--- src/rtl/aud_recorder_mc.sv ---
// I2S capture engine: deserialises MSB-first words from BCLK and emits one-cycle SRAM write
// strobes, with left/right/stereo selection, pause/resume and stop-or-wrap at an end address.
module aud_recorder_mc #(
    parameter int unsigned DATA_W = 16,
    parameter int unsigned ADDR_W = 20
) (
    input  logic              i_clk,
    input  logic              i_rst_n,
    input  logic              i_lrc,
    input  logic              i_data,
    input  logic              i_start,
    input  logic              i_pause,
    input  logic              i_stop,
    input  logic [1:0]        i_ch_sel,
    input  logic              i_loop,
    input  logic [ADDR_W-1:0] i_max_addr,
    output logic [ADDR_W-1:0] o_address,
    output logic [DATA_W-1:0] o_data,
    output logic              o_we,
    output logic              o_ch,
    output logic [ADDR_W:0]   o_len,
    output logic              o_wrap,
    output logic [2:0]        o_state
);

    localparam int unsigned      CNT_W    = $clog2(DATA_W);
    localparam logic [CNT_W-1:0] LAST_BIT = CNT_W'(DATA_W - 1);
    localparam logic [ADDR_W:0]  LEN_MAX  = {1'b1, {ADDR_W{1'b0}}};

    typedef enum logic [2:0] {
        StIdle    = 3'd0,
        StArm     = 3'd1,
        StCapture = 3'd2,
        StPause   = 3'd3,
        StDone    = 3'd4
    } state_t;

    state_t              state_q, state_d, cap_state;
    logic                lrc_q;
    logic [CNT_W-1:0]    cnt_q, cnt_d;
    logic [DATA_W-1:0]   shift_q, shift_d, shift_in;
    logic                cur_ch_q, cur_ch_d;
    logic [DATA_W-1:0]   data_q, data_d;
    logic                ch_q, ch_d;
    logic                we_q, we_d;
    logic                wrap_q, wrap_d;
    logic [ADDR_W-1:0]   addr_q, addr_d;
    logic [ADDR_W:0]     len_q, len_d;
    logic                slot_start, ch_hit, wr_end;

    always_comb begin
        state_d    = state_q;
        cap_state  = state_q;
        cnt_d      = cnt_q;
        shift_d    = shift_q;
        cur_ch_d   = cur_ch_q;
        data_d     = data_q;
        ch_d       = ch_q;
        we_d       = 1'b0;
        wrap_d     = 1'b0;
        addr_d     = addr_q;
        len_d      = len_q;
        slot_start = (i_lrc != lrc_q);
        ch_hit     = i_ch_sel[1] | (i_ch_sel[0] == i_lrc);
        shift_in   = {shift_q[DATA_W-2:0], i_data};
        wr_end     = we_q && (addr_q == i_max_addr);

        // Bookkeeping for the word strobed out during the current cycle
        if (we_q) begin
            len_d = (len_q == LEN_MAX) ? len_q : len_q + 1'b1;
            if (wr_end && i_loop) begin
                addr_d = '0;
                wrap_d = 1'b1;
            end else begin
                addr_d = addr_q + 1'b1;
            end
        end

        if (state_q == StArm) begin
            if (slot_start && ch_hit) begin
                cap_state = StCapture;
                cnt_d     = '0;
                cur_ch_d  = i_lrc;
            end
        end else if (state_q == StCapture) begin
            // A word-select toggle mid-word drops the partial word and opens a new slot
            if (slot_start) begin
                cnt_d     = '0;
                cur_ch_d  = i_lrc;
                cap_state = ch_hit ? StCapture : StArm;
            end else begin
                shift_d = shift_in;
                cnt_d   = cnt_q + 1'b1;
                if (cnt_q == LAST_BIT) begin
                    data_d    = shift_in;
                    ch_d      = cur_ch_q;
                    we_d      = 1'b1;
                    cap_state = StArm;
                end
            end
        end

        unique case (state_q)
            StIdle: begin
                if (!i_stop && !i_pause && i_start) begin
                    state_d = StArm;
                    addr_d  = '0;
                    len_d   = '0;
                end
            end
            StDone: begin
                if (i_stop) begin
                    state_d = StIdle;
                end else if (!i_pause && i_start) begin
                    state_d = StArm;
                    addr_d  = '0;
                    len_d   = '0;
                end
            end
            StPause: begin
                if (i_stop) begin
                    state_d = StIdle;
                end else if (!i_pause && i_start) begin
                    state_d = StArm;
                end
            end
            StArm, StCapture: begin
                if (i_stop) begin
                    state_d = StIdle;
                end else if (i_pause) begin
                    state_d = StPause;
                end else begin
                    state_d = cap_state;
                end
            end
            default: state_d = StIdle;
        endcase

        // Hitting the end address without looping ends the recording unless it was stopped
        if (wr_end && !i_loop && state_q != StIdle && state_q != StDone && state_d != StIdle) begin
            state_d = StDone;
        end
    end

    always_ff @(posedge i_clk or negedge i_rst_n) begin
        if (!i_rst_n) begin
            state_q  <= StIdle;
            lrc_q    <= 1'b0;
            cnt_q    <= '0;
            shift_q  <= '0;
            cur_ch_q <= 1'b0;
            data_q   <= '0;
            ch_q     <= 1'b0;
            we_q     <= 1'b0;
            wrap_q   <= 1'b0;
            addr_q   <= '0;
            len_q    <= '0;
        end else begin
            state_q  <= state_d;
            lrc_q    <= i_lrc;
            cnt_q    <= cnt_d;
            shift_q  <= shift_d;
            cur_ch_q <= cur_ch_d;
            data_q   <= data_d;
            ch_q     <= ch_d;
            we_q     <= we_d;
            wrap_q   <= wrap_d;
            addr_q   <= addr_d;
            len_q    <= len_d;
        end
    end

    assign o_address = addr_q;
    assign o_data    = data_q;
    assign o_we      = we_q;
    assign o_ch      = ch_q;
    assign o_len     = len_q;
    assign o_wrap    = wrap_q;
    assign o_state   = state_q;

endmodule

--- config.mk ---
export PLATFORM = sky130hd
export DESIGN_NAME = aud_recorder_mc
export DESIGN_NICKNAME = d
export VERILOG_FILES = /design/src/rtl/aud_recorder_mc.sv
export SDC_FILE = /design/constraint.sdc
export NUM_CORES = 1
export LEC_CHECK = 0
export CAP_MARGIN = 0
export CORE_MARGIN = 2
export CORE_UTILIZATION = 30
export CTS_CLUSTER_DIAMETER = 40
export CTS_CLUSTER_SIZE = 24
export DETAILED_ROUTE_END_ITERATION = 10
export HOLD_SLACK_MARGIN = 0.05
export PLACE_DENSITY = 0.64
export SYNTH_ARGS = -nofsm -noshare
export SYNTH_HDL_FRONTEND = slang
export SYNTH_SLANG_ARGS = --single-unit
--- constraint.sdc ---
create_clock -name i_clk -period 2.3 [get_ports i_clk]
set_input_delay 0.46 -clock i_clk [delete_from_list [all_inputs] [get_ports i_clk]]
set_output_delay 0.46 -clock i_clk [all_outputs]
set_load 0.01 [all_outputs]
**Word-level counts from Yosys, hierarchy flattened**

Cells that the tools add are included.

- Bits in registers: 84
- Output and inout bits: 63
- Input bits: 30

- Add/subtract/negate cells: 3
- Bitwise logic cells: 3
- Reductions and logical operators: 24
- Eq/ne operators: 11
- Mux-type cells: 39

Operators by type and width:

| cell | number |
|---|---|
| 21-bit 2-to-1 mux | 5 |
| 20-bit 2-to-1 mux | 5 |
| 21-bit one-hot mux with 2 select lines | 1 |
| 20-bit one-hot mux with 2 select lines | 1 |
| 3-bit 2-to-1 mux | 11 |
| 21-bit by 1-bit adder with 21-bit output (second input constant) | 1 |
| 21-bit == test (second input constant) | 1 |
| 20-bit by 1-bit adder with 20-bit output (second input constant) | 1 |
| 20-bit == test | 1 |
| 4-bit 2-to-1 mux | 4 |
| 1-bit logical AND | 10 |
| 1-bit 2-to-1 mux | 10 |
| 3-bit one-hot mux with 3 select lines | 1 |
| 3-bit by 2-bit == test with 1-bit output (second input constant) | 2 |
| 3-bit AND reduction | 2 |
| 3-bit nonzero test | 2 |
| 4-bit by 1-bit adder with 4-bit output (second input constant) | 1 |
| 4-bit == test (second input constant) | 1 |
| 4-bit AND reduction | 1 |
| 2-bit nonzero test | 2 |
| 2-bit OR reduction | 2 |
| 3-bit by 1-bit == test with 1-bit output (second input constant) | 1 |
| 3-bit == test (second input constant) | 1 |
| 1-bit zero test | 3 |
| 9 further kinds | 10 |

**Longest topological paths before layout**

Gate-level depths: netlist (run 1).

- Word-level depth: 12
- Gate-level depth with buffers: 8
- Depth with buffers taken out: 7

**Worst setup path after synthesis (run 1)**

Ideal clock, no wire load.

- Path kind: reg2reg
- From: register addr_q[9], in the netlist o_address[9]
- To: register addr_q[1], in the netlist o_address[1]
- Path slack: 312 ps
- Clock period less this slack: 1,988 ps
- Stages on the path, launching flop included: 8
- Data arrival time: 1,851 ps
- Required time: 2,162 ps
- Cells stage by stage: dfrtp_1 clkbuf_1 xnor2_1 nand2_1 or4b_2 o21ai_1 buf_2 o22ai_1

- Longest elaborated chain between the ends: 8
- Elaborated cells on any way between the ends: 9

RTL lines:

| element | RTL line | source |
|---|---|---|
| start, declared | 47 | `logic [ADDR_W-1:0] addr_q, addr_d;` |
| start signal, assigned | 168 | `addr_q <= addr_d;` |
| 20-bit == test * | 66 | `wr_end = we_q && (addr_q == i_max_addr);` |
| 1-bit logical AND * | 66 |  |
| 1-bit logical AND * | 71 | `if (wr_end && i_loop) begin` |
| 20-bit 2-to-1 mux * | 71 |  |
| 20-bit 2-to-1 mux * | 69 | `if (we_q) begin` |
| 20-bit 2-to-1 mux | 114 | `end else if (!i_pause && i_start) begin` |
| 20-bit 2-to-1 mux | 112 | `if (i_stop) begin` |
| 20-bit one-hot mux with 2 select lines * | 103 | `unique case (state_q)` |
| via addr_d[1] | 47 |  |

The timed path passes the listed nets; every way through them passes the cells marked *.
A chain may end at the register's enable or synchronous reset.

**Final worst setup path (run 1)**

- From: input port i_max_addr[1]
- To: register addr_q[1], in the netlist o_address[1]

- Longest elaborated chain between the ends: 8
- Elaborated cells on any way between the ends: 9

RTL lines:

| element | RTL line | source |
|---|---|---|
| start, declared | 16 | `input logic [ADDR_W-1:0] i_max_addr,` |
| 20-bit == test * | 66 |  |
| 1-bit logical AND * | 66 |  |
| 1-bit logical AND * | 71 |  |
| 20-bit 2-to-1 mux * | 71 |  |
| 20-bit 2-to-1 mux * | 69 |  |
| 20-bit 2-to-1 mux | 114 |  |
| 20-bit 2-to-1 mux | 112 |  |
| 20-bit one-hot mux with 2 select lines * | 103 |  |
| via addr_d[1] | 47 |  |

Marks and branches as above.

==> results of run 1 <==
layer usage:
| metal | track usage (%) | vias up | wire [um] |
|---|---|---|---|
| met5 | 0 | - | 0 |
| met4 | 4.830 | 0 | 145 |
| met3 | 4.059 | 13 | 547 |
| met2 | 22.97 | 76 | 5073 |
| met1 | 20.30 | 1839 | 5170 |
| li1 | - | 1778 | - |
power by group through the flow:
| stage | logic, mW | registers [mW] | clock network [mW] |
|---|---|---|---|
| detailed placement | 0.475 | 1.69 | 0 |
| global placement | 0.460 | 1.69 | 0 |
| global route | 0.527 | 1.68 | 1.50 |
| CTS | 0.478 | 1.67 | 1.43 |
| finish | 0.469 | 1.67 | 1.39 |
| floorplan | 0.225 | 1.68 | 0 |
state kept, by name, indices dropped and copies added (netlist names):
signal     count
o_state        3
lrc_q          1
cur_ch_q       1
shift_q       15
cnt_q          4
o_len         21
o_data        16
o_address     20
o_wrap         1
o_ch           1
o_we           1
layout make-up:
cell class / instances / area, um^2
Tap cell: 180 / 225.2
Sequential cell: 84 / 2102
Timing Repair Buffer: 127 / 1206
Clock buffer: 9 / 225.2
Fill cell: 1355 / 7975
Inverter: 11 / 41.29
Clock inverter: 7 / 57.56
Multi-Input combinational cell: 323 / 2048
worst reg2reg max path: cells and delay by family, from the launching register on:
family                 cells  cell delay [ns]
AND/OR/NAND/NOR            2             0.67
buffers and inverters      1             0.23
XOR/XNOR                   1             0.28
flip-flops                 1             0.47
AO/OA/AOI/OAI              2             0.30
metrics by stage:
step | utilization [%] | power [mW]
finish | 42.55 | 3.524
global route | 42.55 | 3.710
CTS | 42.55 | 3.577
detailed placement | 40.51 | 2.169
global placement | 40.51 | 2.152
floorplan | - | 1.905
Yosys cell counts (2+ instances only):
library cell and instances:
o22ai_1 3, nand4_1 14, o211ai_1 5, xor2_1 16, and4_1 6, and3_1 6, o2111ai_1 4, buf_2 3
clkbuf_1 11, or3_1 5, a31oi_1 3, and2_1 2, nand2_1 75, o21bai_1 2, o21ai_0 10, nor3_1 7
nor2_1 35, nor4b_1 3, nor2b_1 5, ha_1 4, nand2b_1 4, dfrtp_1 84, mux2i_1 2, mux2_2 18
nor4_1 9, inv_1 11, or4_1 8, nand3_1 10, o21a_1 4, xnor2_1 29, o31ai_1 6, a21oi_1 11
worst max-delay path by stage:
stage | endpoint | from | depth (start not counted)
detailed placement | o_address[1]$_DFF_PN0_ | i_max_addr[5] | 7
floorplan | o_address[1]$_DFF_PN0_ | o_address[9]$_DFF_PN0_ | 7
CTS | o_address[1]$_DFF_PN0_ | i_max_addr[14] | 7
global route | o_address[1]$_DFF_PN0_ | i_max_addr[1] | 7
global placement | o_address[1]$_DFF_PN0_ | i_max_addr[19] | 7
finish | o_address[1]$_DFF_PN0_ | i_max_addr[1] | 7
cell families (layout without fill, tap and decap cells):
| kind of cell | Yosys count | after routing | synth area share [%] |
|---|---|---|---|
| buf+inv | 27 | 154 | 2.556 |
| mux | 20 | 20 | 5.229 |
| flops | 84 | 84 | 49.35 |
| fa+ha+maj | 4 | 4 | 1.175 |
| xor+xnor | 45 | 45 | 9.254 |
| compound gates | 57 | 57 | 8.813 |
| simple gates | 197 | 197 | 23.62 |
==> impl_metrics.csv, run 1 <==
group,metric,value,unit
outcome,status,"finished, final reports clean",
setup_path,crit_arrival,2.33,ns
setup_path,critPathTopFamily,"simple AND/OR/NAND/NOR gates",
routing,ant_nets,0,
pwr,ir_worst_vdd,0.0002842,V
clock_network,ctsResizeCount,0,
clock_network,post-cts-setup-buffer-count,0,
routing,initialDrtViolationCount,205,
synthesis,synth-seq-area-share,49.35,%
global_route,grt_overflow,0,
run,drv_cap,0,
floorplanning,die_w,123.2,um
timing,fin_crit_sh,92.08,%
clock_network,clock_latency,0.35,ns
timing,rsz0062_at_grt,"false",
pwr,p_switching,0.9683,mW
global_route,grt_util_all_layers,14.90,%
pwr,intPower,2.555,mW
synthesis,synthFlopType,"dfrtp_1",
timing,max_slew_margin,61.93,%
synthesis,synth_top_area_share,49.35,%
timing,hold_viol_final,0,
cells_and_area,stdcell_count,741,
routing,wl,10940,um
timing,setup_violations,0,
routing,first_pass_iters,4,
setup_path,reg2regPathDepth,6,
cells_and_area,final_common_cell,"clkdlybuf4s50_1",
synthesis,synth_nets,468,
floorplanning,start_util,30.68,%
cells_and_area,antenna_cells,0,
floorplanning,core,13880,um^2
synthesis,async_reset_ff_share,100.0,%
global_route,grt_max_degree,44,
synthesis,avgSynthCellArea,9.814,um^2
timing,worst_pin_slew,0.5711,ns
setup_path,timing.rr.end,"o_address[1]$_DFF_PN0_",
clock_network,cts.htree.levels,3,
routing,avgViaCountPerCell,5.001,
floorplanning,die_area,15170,um^2
cells_and_area,final_area,5906,um^2
timing,setup_ws,0.1822,ns
global_route,grt_pass1_wl,17660,um
global_route,grt_pass1_vias,3552,
floorplanning,rows,43,
setup_path,path_cells,"clkdlybuf4s50_1, xnor2_1, nand3_1, or4b_2, o21ai_1, buf_4, o22ai_1",
setup_path,slowest_delay,0.61,ns
place,hpwl,7881,um
synthesis,yosysWarnings,0,
cells_and_area,final_layout_size_suffix_gt1_share,13.37,%
cells_and_area,final_cell_mix,"clkdlybuf4s50_1, dfrtp_1, nand2_1, nor2_1, buf_4",
place,portBuffers,92,
synthesis,syn_inst,434,
setup_path,rrSetupSlack,0.23,ns
clock_network,root_buffer,"clkbuf_16",
place,gp_congestion,0.8195,
place,dp_worst_setup_slack,-0.1683,ns
timing,clock.fmax,472.2,MHz
setup_path,r2r_start,"o_address[5]$_DFF_PN0_",
clock_network,postCtsHoldBufs,0,
setup_path,cp-end-kind,"flop",
pwr,switching_share,27.48,%
pwr,p_seq_share,47.3,%
synthesis,synth.area.top_cells,"dfrtp_1, nand2_1, xnor2_1, mux2_2, xor2_1",
routing,via_count,3706,
floorplanning,die_y,123.2,um
pwr,leakage,2.556,nW
setup_path,critical_path_class,"primary input to flop",
clock_network,cts_tree,"built",
timing,fin_setup_tns,0,ns
cells_and_area,finalNetCount,590,
place,dpl-instance-area,5623,um^2
clock_network,clk_path_buf_depth,2,
pwr,combPwrFrac,13.3,%
place,place_inst,725,
setup_path,path_buf_inv,2,
clock_network,clkSinkCount,84,
clock_network,clkTransAtPathRegs,0.06,ns
synthesis,synth_edf_count,0,
setup_path,path_max_fanout,13,
cells_and_area,syn_to_final_growth,38.66,%
timing,slew_viol_final,0,
pwr,power_density,596.7,nW/um^2
timing,holdWs,0.1021,ns
synthesis,yosysUniqueCellTypes,51,
floorplanning,io_pins,93,
clock_network,cts_buffers,9,
routing,route.detailed.drc,0,
synthesis,synth_seq_cells,84,
global_route,antenna_found_initial,0,
timing,skew,0.006937,ns
timing,period_needed,2.118,ns
synthesis,synthesis.area,4259,um^2
setup_path,start_kind,"primary input",
setup_path,cp.required,2.51,ns
pwr,power.clock.fraction,39.3,%
setup_path,slowest_stage,"or4b_2",
hold_path,hp-class,"primary input to asynchronous set/reset pin",
routing,wire_per_inst,14.76,um
synthesis,yosys.area.top_type,"dfrtp_1",
Power figures use the tool's default switching activity.
==> run 2, diff against run 1 <==
--- a/config.mk
+++ b/config.mk
@@ -12,7 +12,7 @@
 export CTS_CLUSTER_SIZE = 24
 export DETAILED_ROUTE_END_ITERATION = 10
 export HOLD_SLACK_MARGIN = 0.05
-export PLACE_DENSITY = 0.64
+export PLACE_DENSITY = 0.52
 export SYNTH_ARGS = -nofsm -noshare
 export SYNTH_HDL_FRONTEND = slang
 export SYNTH_SLANG_ARGS = --single-unit
==> run 2 against run 1 <==
Against the previous run: non-clock buffer count is 5 higher; via count is 0.67% lower; count of clock-buffer cells in the layout is 2 higher; critical path depth stayed put; hold slack worse by 0.043 ns.
==> impl_metrics.csv, run 2 (synthesis gave the netlist of run 1 again) <==
group,metric,value,unit
clock_network,clkSinkCount,84,
timing,max_slew_margin,67.61,%
floorplanning,rows,43,
timing,setup_ws,0.2067,ns
run,drv_cap,0,
clock_network,cts_tree,"built",
floorplanning,start_util,30.68,%
global_route,grt_pass1_wl,18420,um
pwr,leakage,2.597,nW
clock_network,postCtsHoldBufs,0,
floorplanning,die_area,15170,um^2
setup_path,crit_arrival,2.32,ns
routing,via_count,3681,
clock_network,cts_buffers,9,
setup_path,critical_path_class,"primary input to flop",
global_route,antenna_found_initial,0,
routing,route.detailed.drc,0,
cells_and_area,stdcell_count,745,
global_route,grt_pass1_vias,3645,
timing,fin_setup_tns,0,ns
setup_path,cp.required,2.53,ns
timing,clock.fmax,477.7,MHz
clock_network,cts.htree.levels,3,
clock_network,clock_latency,0.34,ns
outcome,status,"finished, final reports clean",
setup_path,critPathTopFamily,"simple AND/OR/NAND/NOR gates",
pwr,power,3.574,mW
cells_and_area,largest_register_ffs,21,
floorplanning,io_pins,93,
setup_path,path_max_fanout,10,
global_route,grt_max_degree,55,
timing,period_needed,2.093,ns
cells_and_area,final_cell_mix,"clkdlybuf4s50_1, dfrtp_1, nand2_1, buf_4, nor2_1",
cells_and_area,final_common_cell,"clkdlybuf4s50_1",
cells_and_area,finalNetCount,595,
routing,first_pass_iters,4,
place,place_inst,730,
cells_and_area,fin_util,42.98,%
setup_path,path_buf_inv,2,
pwr,ir_worst_vdd,0.0002641,V
routing,wire_per_inst,15.11,um
timing,rsz0062_at_grt,"false",
timing,skew,0.005875,ns
routing,wl,11260,um
pwr,power_density,599.2,nW/um^2
timing,worst_pin_slew,0.4837,ns
hold_path,hp-class,"primary input to asynchronous set/reset pin",
setup_path,slowest_delay,0.53,ns
timing,slew_viol_final,0,
timing,hold_viol_final,0,
setup_path,cp-end-kind,"flop",
floorplanning,core,13880,um^2
cells_and_area,antenna_cells,0,
timing,fin_crit_sh,91.01,%
setup_path,path_cells,"clkdlybuf4s50_1, xnor2_1, nand4_1, or4_1, o21ai_1, buf_4, nor2_1",
place,portBuffers,92,
setup_path,slowest_stage,"or4_1",
routing,initialDrtViolationCount,150,
timing,setup_violations,0,
clock_network,ctsResizeCount,0,
cells_and_area,final_layout_size_suffix_gt1_share,13.81,%
place,hpwl,8245,um
global_route,grt_overflow,0,
clock_network,clkTransAtPathRegs,0.06,ns
clock_network,root_buffer,"clkbuf_16",
routing,avgViaCountPerCell,4.941,
floorplanning,die_w,123.2,um
floorplanning,die_y,123.2,um
clock_network,clk_path_buf_depth,2,
clock_network,post-cts-setup-buffer-count,0,
global_route,grt_util_all_layers,15.60,%
cells_and_area,syn_to_final_growth,40.07,%
setup_path,start_kind,"primary input",
routing,ant_nets,0,
place,gp_congestion,0.7954,
place,dp_worst_setup_slack,-0.1365,ns
[run 2: routing by layer]
layer | part of all wire (%) | GRT usage [%]
met5 | 0 | 0
met2 | 46 | 23.80
met3 | 4.2 | 2.768
met4 | 1.6 | 6.463
met1 | 48 | 21.84
[run 2: final timing paths]
path                            cells after the start                     from  slack [ns]                       to
worst max-delay path                                7           i_max_addr[17]        0.21   o_address[6]$_DFF_PN0_
worst min-delay path                                1                  i_rst_n        0.06   o_address[7]$_DFF_PN0_
worst max register to register                      6  o_address[17]$_DFF_PN0_        0.26   o_address[6]$_DFF_PN0_
worst min register to register                      2  shift_q[14]$_DFFE_PN0P_        0.47  shift_q[14]$_DFFE_PN0P_
max in group asynchronous                           2                  i_rst_n        1.60    o_data[7]$_DFFE_PN0P_
min in group i_clk                                  2  shift_q[14]$_DFFE_PN0P_        0.47  shift_q[14]$_DFFE_PN0P_
[run 2: final cells by class]
type / count / area (um^2)
inverters: 11 / 41.29
well taps: 180 / 225.2
clock buffers: 11 / 242.7
flip-flops and latches: 84 / 2102
repair buffers: 132 / 1256
clock inverters: 4 / 50.05
multi-input cells: 323 / 2048
fillers: 1348 / 7915
[run 2: per-stage QoR]
step,hold WS (ns),cell area [um^2]
floorplan,0.1644,4259
global placement,0.4330,5673
detailed placement,0.4328,5673
CTS,0.06655,5966
global route,0.08308,5966
finish,0.05935,5966
[run 2: report_power, final]
group / total, mW / switching, mW / internal, mW / leakage, nW
Clock: 1.44 / 0.574 / 0.863 / 0.138
Sequential: 1.67 / 0.0951 / 1.57 / 1.16
Combinational: 0.470 / 0.230 / 0.240 / 1.30
Total: 3.57 / 0.900 / 2.67 / 2.60
==> run 3, diff against run 2 <==
--- a/config.mk
+++ b/config.mk
@@ -13,6 +13,7 @@
 export DETAILED_ROUTE_END_ITERATION = 10
 export HOLD_SLACK_MARGIN = 0.05
 export PLACE_DENSITY = 0.52
+export SETUP_SLACK_MARGIN = 0.02
 export SYNTH_ARGS = -nofsm -noshare
 export SYNTH_HDL_FRONTEND = slang
 export SYNTH_SLANG_ARGS = --single-unit
==> results of run 3 <==
Final layout, timing and power as in run 2 (identical DEF).
